$ cat config.mk
export PLATFORM = sky130hd
export DESIGN_NAME = sata_cmd_arbiter
export DESIGN_NICKNAME = d
export VERILOG_FILES = /design/src/rtl/sata_cmd_arbiter.sv
export SDC_FILE = /design/constraint.sdc
export NUM_CORES = 1
export LEC_CHECK = 0
export CORE_ASPECT_RATIO = 1.25
export CORE_MARGIN = 2
export CORE_UTILIZATION = 39
export DETAILED_ROUTE_END_ITERATION = 16
export PLACE_DENSITY = 0.81
export SLEW_MARGIN = 10
export SYNTH_ARGS = -nofsm -noshare
export SYNTH_HDL_FRONTEND = slang
export SYNTH_SLANG_ARGS = --single-unit
export TNS_END_PERCENT = 50
$ cat constraint.sdc
create_clock -name clk -period 1.81 [get_ports clk]
set_clock_uncertainty 0.05 [all_clocks]
set_input_delay 0.362 -clock clk [delete_from_list [all_inputs] [get_ports clk]]
set_output_delay 0.362 -clock clk [all_outputs]
set_load 0.02 [all_outputs]
$ cat src/rtl/sata_cmd_arbiter.sv
// Round-robin arbiter sharing the sata_stack command interface between two requesters.
// Optional watchdog with soft reset is enabled by defining SATA_ARB_TIMEOUT_EN.
module sata_cmd_arbiter #(
  parameter logic [23:0] TIMEOUT_CYCLES = 24'd1000000,
  parameter int          TW             = 24
) (
  input  logic        clk,
  input  logic        rst_n,
  input  logic        sata_ready,
  input  logic        busy,
  input  logic [7:0]  d2h_status,
  input  logic [7:0]  d2h_error,
  output logic        write_data_en,
  output logic        read_data_en,
  output logic        single_rdwr,
  output logic [15:0] sector_count,
  output logic [47:0] sector_address,
  output logic        soft_reset_en,
  input  logic        p0_req,
  input  logic        p0_write,
  input  logic [15:0] p0_count,
  input  logic [47:0] p0_addr,
  input  logic        p1_req,
  input  logic        p1_write,
  input  logic [15:0] p1_count,
  input  logic [47:0] p1_addr,
  output logic        p0_grant,
  output logic        p0_done,
  output logic        p0_err,
  output logic        p1_grant,
  output logic        p1_done,
  output logic        p1_err,
  output logic [7:0]  err_code
);

  typedef enum logic [2:0] {
    S_IDLE,
    S_WAIT_READY,
    S_ISSUE,
    S_WAIT_DONE,
    S_COMPLETE
  } state_t;

  state_t      state_reg, state_next;
  logic [1:0]  grant_reg, grant_next;
  logic        last_grant_reg, last_grant_next;
  logic        write_reg, write_next;
  logic [15:0] count_reg, count_next;
  logic [47:0] addr_reg, addr_next;
  logic        wr_en_reg, wr_en_next;
  logic        rd_en_reg, rd_en_next;
  logic        done_reg, done_next;
  logic        err_reg, err_next;
  logic [7:0]  err_code_reg, err_code_next;

  logic [1:0]  req;
  logic [1:0]  write_in;
  logic [15:0] count_in [2];
  logic [47:0] addr_in [2];
  logic        winner;
  logic [1:0]  port_done;
  logic [1:0]  port_err;

  assign req         = {p1_req, p0_req};
  assign write_in    = {p1_write, p0_write};
  assign count_in[0] = p0_count;
  assign count_in[1] = p1_count;
  assign addr_in[0]  = p0_addr;
  assign addr_in[1]  = p1_addr;

  // On a tie the port that was not served last wins; otherwise the lone requester.
  assign winner = (req == 2'b11) ? ~last_grant_reg : req[1];

  // Only the ERR bit of the status register is meaningful here.
  logic unused_d2h_status;
  assign unused_d2h_status = ^d2h_status[7:1];

`ifdef SATA_ARB_TIMEOUT_EN
  localparam logic [TW-1:0] TIMEOUT_LAST = TW'(TIMEOUT_CYCLES - 24'd1);
  logic [TW-1:0] cnt_reg, cnt_next;
  logic          srst_reg, srst_next;
`else
  logic unused_cfg;
  assign unused_cfg = ^{TIMEOUT_CYCLES, 32'(TW)};
`endif

  always_ff @(posedge clk or negedge rst_n) begin
    if (!rst_n) begin
      state_reg      <= S_IDLE;
      grant_reg      <= 2'b00;
      last_grant_reg <= 1'b1;
      write_reg      <= 1'b0;
      count_reg      <= 16'd0;
      addr_reg       <= 48'd0;
      wr_en_reg      <= 1'b0;
      rd_en_reg      <= 1'b0;
      done_reg       <= 1'b0;
      err_reg        <= 1'b0;
      err_code_reg   <= 8'd0;
`ifdef SATA_ARB_TIMEOUT_EN
      cnt_reg        <= '0;
      srst_reg       <= 1'b0;
`endif
    end else begin
      state_reg      <= state_next;
      grant_reg      <= grant_next;
      last_grant_reg <= last_grant_next;
      write_reg      <= write_next;
      count_reg      <= count_next;
      addr_reg       <= addr_next;
      wr_en_reg      <= wr_en_next;
      rd_en_reg      <= rd_en_next;
      done_reg       <= done_next;
      err_reg        <= err_next;
      err_code_reg   <= err_code_next;
`ifdef SATA_ARB_TIMEOUT_EN
      cnt_reg        <= cnt_next;
      srst_reg       <= srst_next;
`endif
    end
  end

  always_comb begin
    state_next      = state_reg;
    grant_next      = grant_reg;
    last_grant_next = last_grant_reg;
    write_next      = write_reg;
    count_next      = count_reg;
    addr_next       = addr_reg;
    wr_en_next      = wr_en_reg;
    rd_en_next      = rd_en_reg;
    done_next       = 1'b0;
    err_next        = 1'b0;
    err_code_next   = err_code_reg;
`ifdef SATA_ARB_TIMEOUT_EN
    cnt_next        = cnt_reg;
    srst_next       = 1'b0;
`endif

    case (state_reg)
      S_IDLE: begin
        if (|req) begin
          grant_next      = winner ? 2'b10 : 2'b01;
          last_grant_next = winner;
          write_next      = write_in[winner];
          count_next      = count_in[winner];
          addr_next       = addr_in[winner];
          state_next      = S_WAIT_READY;
        end
      end
      S_WAIT_READY: begin
        if (sata_ready && !busy) begin
          wr_en_next = write_reg;
          rd_en_next = ~write_reg;
          state_next = S_ISSUE;
        end
      end
      S_ISSUE: begin
        // Enable stays up until the stack acknowledges by raising busy.
        if (busy) begin
          wr_en_next = 1'b0;
          rd_en_next = 1'b0;
          state_next = S_WAIT_DONE;
        end
      end
      S_WAIT_DONE: begin
        if (!busy) begin
          done_next     = 1'b1;
          err_next      = d2h_status[0];
          err_code_next = d2h_error;
          state_next    = S_COMPLETE;
        end
      end
      S_COMPLETE: begin
        grant_next = 2'b00;
        state_next = S_IDLE;
      end
      default: begin
        grant_next = 2'b00;
        wr_en_next = 1'b0;
        rd_en_next = 1'b0;
        state_next = S_IDLE;
      end
    endcase

`ifdef SATA_ARB_TIMEOUT_EN
    if (state_reg == S_WAIT_READY || state_reg == S_ISSUE || state_reg == S_WAIT_DONE) begin
      cnt_next = cnt_reg + {{(TW-1){1'b0}}, 1'b1};
      // Watchdog overrides whatever the command phase wanted this cycle.
      if (cnt_reg == TIMEOUT_LAST) begin
        wr_en_next    = 1'b0;
        rd_en_next    = 1'b0;
        srst_next     = 1'b1;
        done_next     = 1'b1;
        err_next      = 1'b1;
        err_code_next = 8'hFF;
        state_next    = S_COMPLETE;
      end
    end else if (state_next == S_WAIT_READY) begin
      cnt_next = '0;
    end
`endif
  end

  for (genvar gi = 0; gi < 2; gi++) begin : g_port
    assign port_done[gi] = done_reg & grant_reg[gi];
    assign port_err[gi]  = err_reg & grant_reg[gi];
  end

  assign p0_grant       = grant_reg[0];
  assign p1_grant       = grant_reg[1];
  assign p0_done        = port_done[0];
  assign p1_done        = port_done[1];
  assign p0_err         = port_err[0];
  assign p1_err         = port_err[1];
  assign err_code       = err_code_reg;
  assign write_data_en  = wr_en_reg;
  assign read_data_en   = rd_en_reg;
  assign single_rdwr    = 1'b0;
  assign sector_count   = count_reg;
  assign sector_address = addr_reg;
`ifdef SATA_ARB_TIMEOUT_EN
  assign soft_reset_en  = srst_reg;
`else
  assign soft_reset_en  = 1'b0;
`endif

endmodule

==> results.ini, run 1 <==
[outcome]
status=completed

[logic_synthesis]
synth_warnings=0
ys_ff_latch=83
synth_edf_count=0
yosysTopAreaCellShare_pct=49.8
yosys.cell_types.count=29
synth_area_um2=4120
synthFlopType=dfrtp_1
synthTopCellsByArea=dfrtp_1, a221o_1, nor3_2, nand2_1, buf_2
synthArstFlopShare_pct=100
synth_area_leader_cell=dfrtp_1
synthCells=363
synth.avg_cell_area_um2=11.3
seq_area_frac_synth_pct=50.5

[die]
fp.coreArea_um2=10200
initial_utilization_pct=40.3
top_level_ports=234
die_h_um=119
fp.dieW_um=95.9
floorplan.rows=41
die_area_um2=11400

[grt]
grt_max_degree=64
antenna_found_initial=0
grt_pass1_vias=4147
grt_pass1_wl_mm=21.0
grt_util_all_layers_pct=23.9
gr-total-overflow=0

[min_path]
min_to=sector_address[37]
holdPathStages=4
worstHoldStart=p0_req
hold_class=in2reg

[timing]
worst_pin_slew_ns=0.696
rsz0062_at_grt=no
min_period_ns=1.77
drv_slew=0
setup-tns-final_ns=0
relSlewSlack_pct=53.6
hold_viol_final=0
fin_hold_ws_ns=0.430
fmax_mhz=566
finalSetupViolCount=0
finalCritPeriodShare_pct=97.6

[final_layout]
fin_util_pct=67.1
final_cells=710
mostFrequentLayoutCells=clkdlybuf4s50_1, dfrtp_1, nand2_1, a221o_1, nor3_2
antenna_cells=0
area_growth_pct=66.4
drive_gt1_share_pct=17.0
nets=729
largest_reg_flops=48
final_common_cell=clkdlybuf4s50_1

[setup_path]
cp_max_fo=4
cp_cell_sequence=clkdlybuf4s50_1
end_kind=primary output
timing.rr.end=sector_address[42]
cp_num_cells=1
arrival_ns=1.35
ff2ff_path_depth=4
crit_type=reg2out
cp.required_ns=1.40
r2r-start=state_reg[0]
critPathLaunch=grant_reg[0]
max_stage_delay_ns=0.62
crit_buf_inv=1
critPathSlowestCell=clkdlybuf4s50_1
r2r_setup_slack_ns=0.16
path_delay_family=buffers and inverters
startpoint_type=flop

[route]
top_layer=met4
drc=0
wire_per_inst_um=19.0
postRouteAntennaNets=0
num_vias=3917
drt_iter0_drc=213
met3_length_mm=1.04
route.layer.met1.wl_mm=5.33
via_per_inst=5.52
dr.pass1.iters=4
routed_wirelength_mm=13.5
route.met2.wl_mm=6.70

[clocking]
post_cts_buffers=0
h-tree-depth=3
cts_tree=done
cts_sinks=83
cts_buffers=9
cts.path.max_buffers=2
clock_latency_ns=0.34
cts-root-buf=clkbuf_16
clk_pin_slew_ns=0.06

[placed_design]
place_inst=694
io_buffers=224
post-dp-hpwl_mm=9.61
gp_congestion=0.763

[pwr]
irDropWorstVdd_v=0.00106
powerDensity_nw_per_um2=1610
leakage_nw=2.80

[flow_run]
maxCapViolCount=0

[cell type report]
cell class	count	area (µm²)
Clock buffer	13	260
Multi-Input combinational cell	237	1800
Timing Repair Buffer	244	2510
Tap cell	129	161
Sequential cell	83	2080
Fill cell	787	3360
Inverter	2	7.51
Clock inverter	2	35.0
[where the power goes]
part | internal [W] | switching, W | total (W) | leakage [nW]
Clock | 0.00113 | 0.000689 | 0.00182 | 0.146
Combinational | 0.00299 | 0.00293 | 0.00591 | 1.62
Sequential | 0.00274 | 0.000547 | 0.00329 | 1.03
Total | 0.00686 | 0.00416 | 0.0110 | 2.80
[cells by family after synthesis]
logic type             after synthesis  synth area share (%)
DFF                                 83                  50.5
buffers and inverters               44                  6.23
other                                1                0.0911
AOI/OAI and AO/OA                   76                  17.6
muxes                                8                  2.19
and+or+nand+nor                    151                  23.4
[worst min-delay path: stages]
cell and delay [ns]:
buf_2 0.13, nand2_1 0.07, nor3_2 0.10, a221o_1 0.12
[stage by stage]
step / total power (W) / setup WS (ns) / instance area (µm²)
3_3_place_gp: 0.00906 / -0.0777 / 6550
5_1_grt: 0.0116 / 0.00446 / 6850
4_1_cts: 0.0111 / 0.00221 / 6850
6_report: 0.0110 / 0.0440 / 6850
3_5_place_dp: 0.00923 / -0.133 / 6550
2_1_floorplan: 0.00652 / 0.209 / 4120
[layer usage]
metal	track usage, %	up-vias
met2	40.4	174
li1	-	1783
met5	0	-
met3	5.88	26
met1	28.7	1934
met4	9.38	0
[cell usage after synthesis (4+ instances only)]
cell       n
dfrtp_1   82
nand2_1   66
a221o_1   65
nor3_2    50
buf_2     19
nor3_1    16
clkbuf_1  12
mux2_2     8
buf_6      7
and2_1     5
a21oi_1    4
buf_4      4
[how the worst max path moves through the flow]
stage,end
6_report,p0_grant
5_1_grt,p0_grant
4_1_cts,p1_grant
3_5_place_dp,sector_address[24]
3_3_place_gp,sector_address[24]
2_1_floorplan,sector_address[0]
[repair_timing]
action,CTS,global route
resized for setup,4,1
hold buffers,1,0
hold endpoints to repair,25,0
endpoints found under the setup margin,4,1
No activity file was read; power rests on OpenSTA's default activity.
==> run 2, diff against run 1 <==
--- a/config.mk
+++ b/config.mk
@@ -8,6 +8,7 @@
 export CORE_ASPECT_RATIO = 1.25
 export CORE_MARGIN = 2
 export CORE_UTILIZATION = 39
+export CTS_CLUSTER_DIAMETER = 150
 export DETAILED_ROUTE_END_ITERATION = 16
 export PLACE_DENSITY = 0.81
 export SLEW_MARGIN = 10
==> results of run 2 <==
Final layout, timing and power as in run 1 (identical DEF).
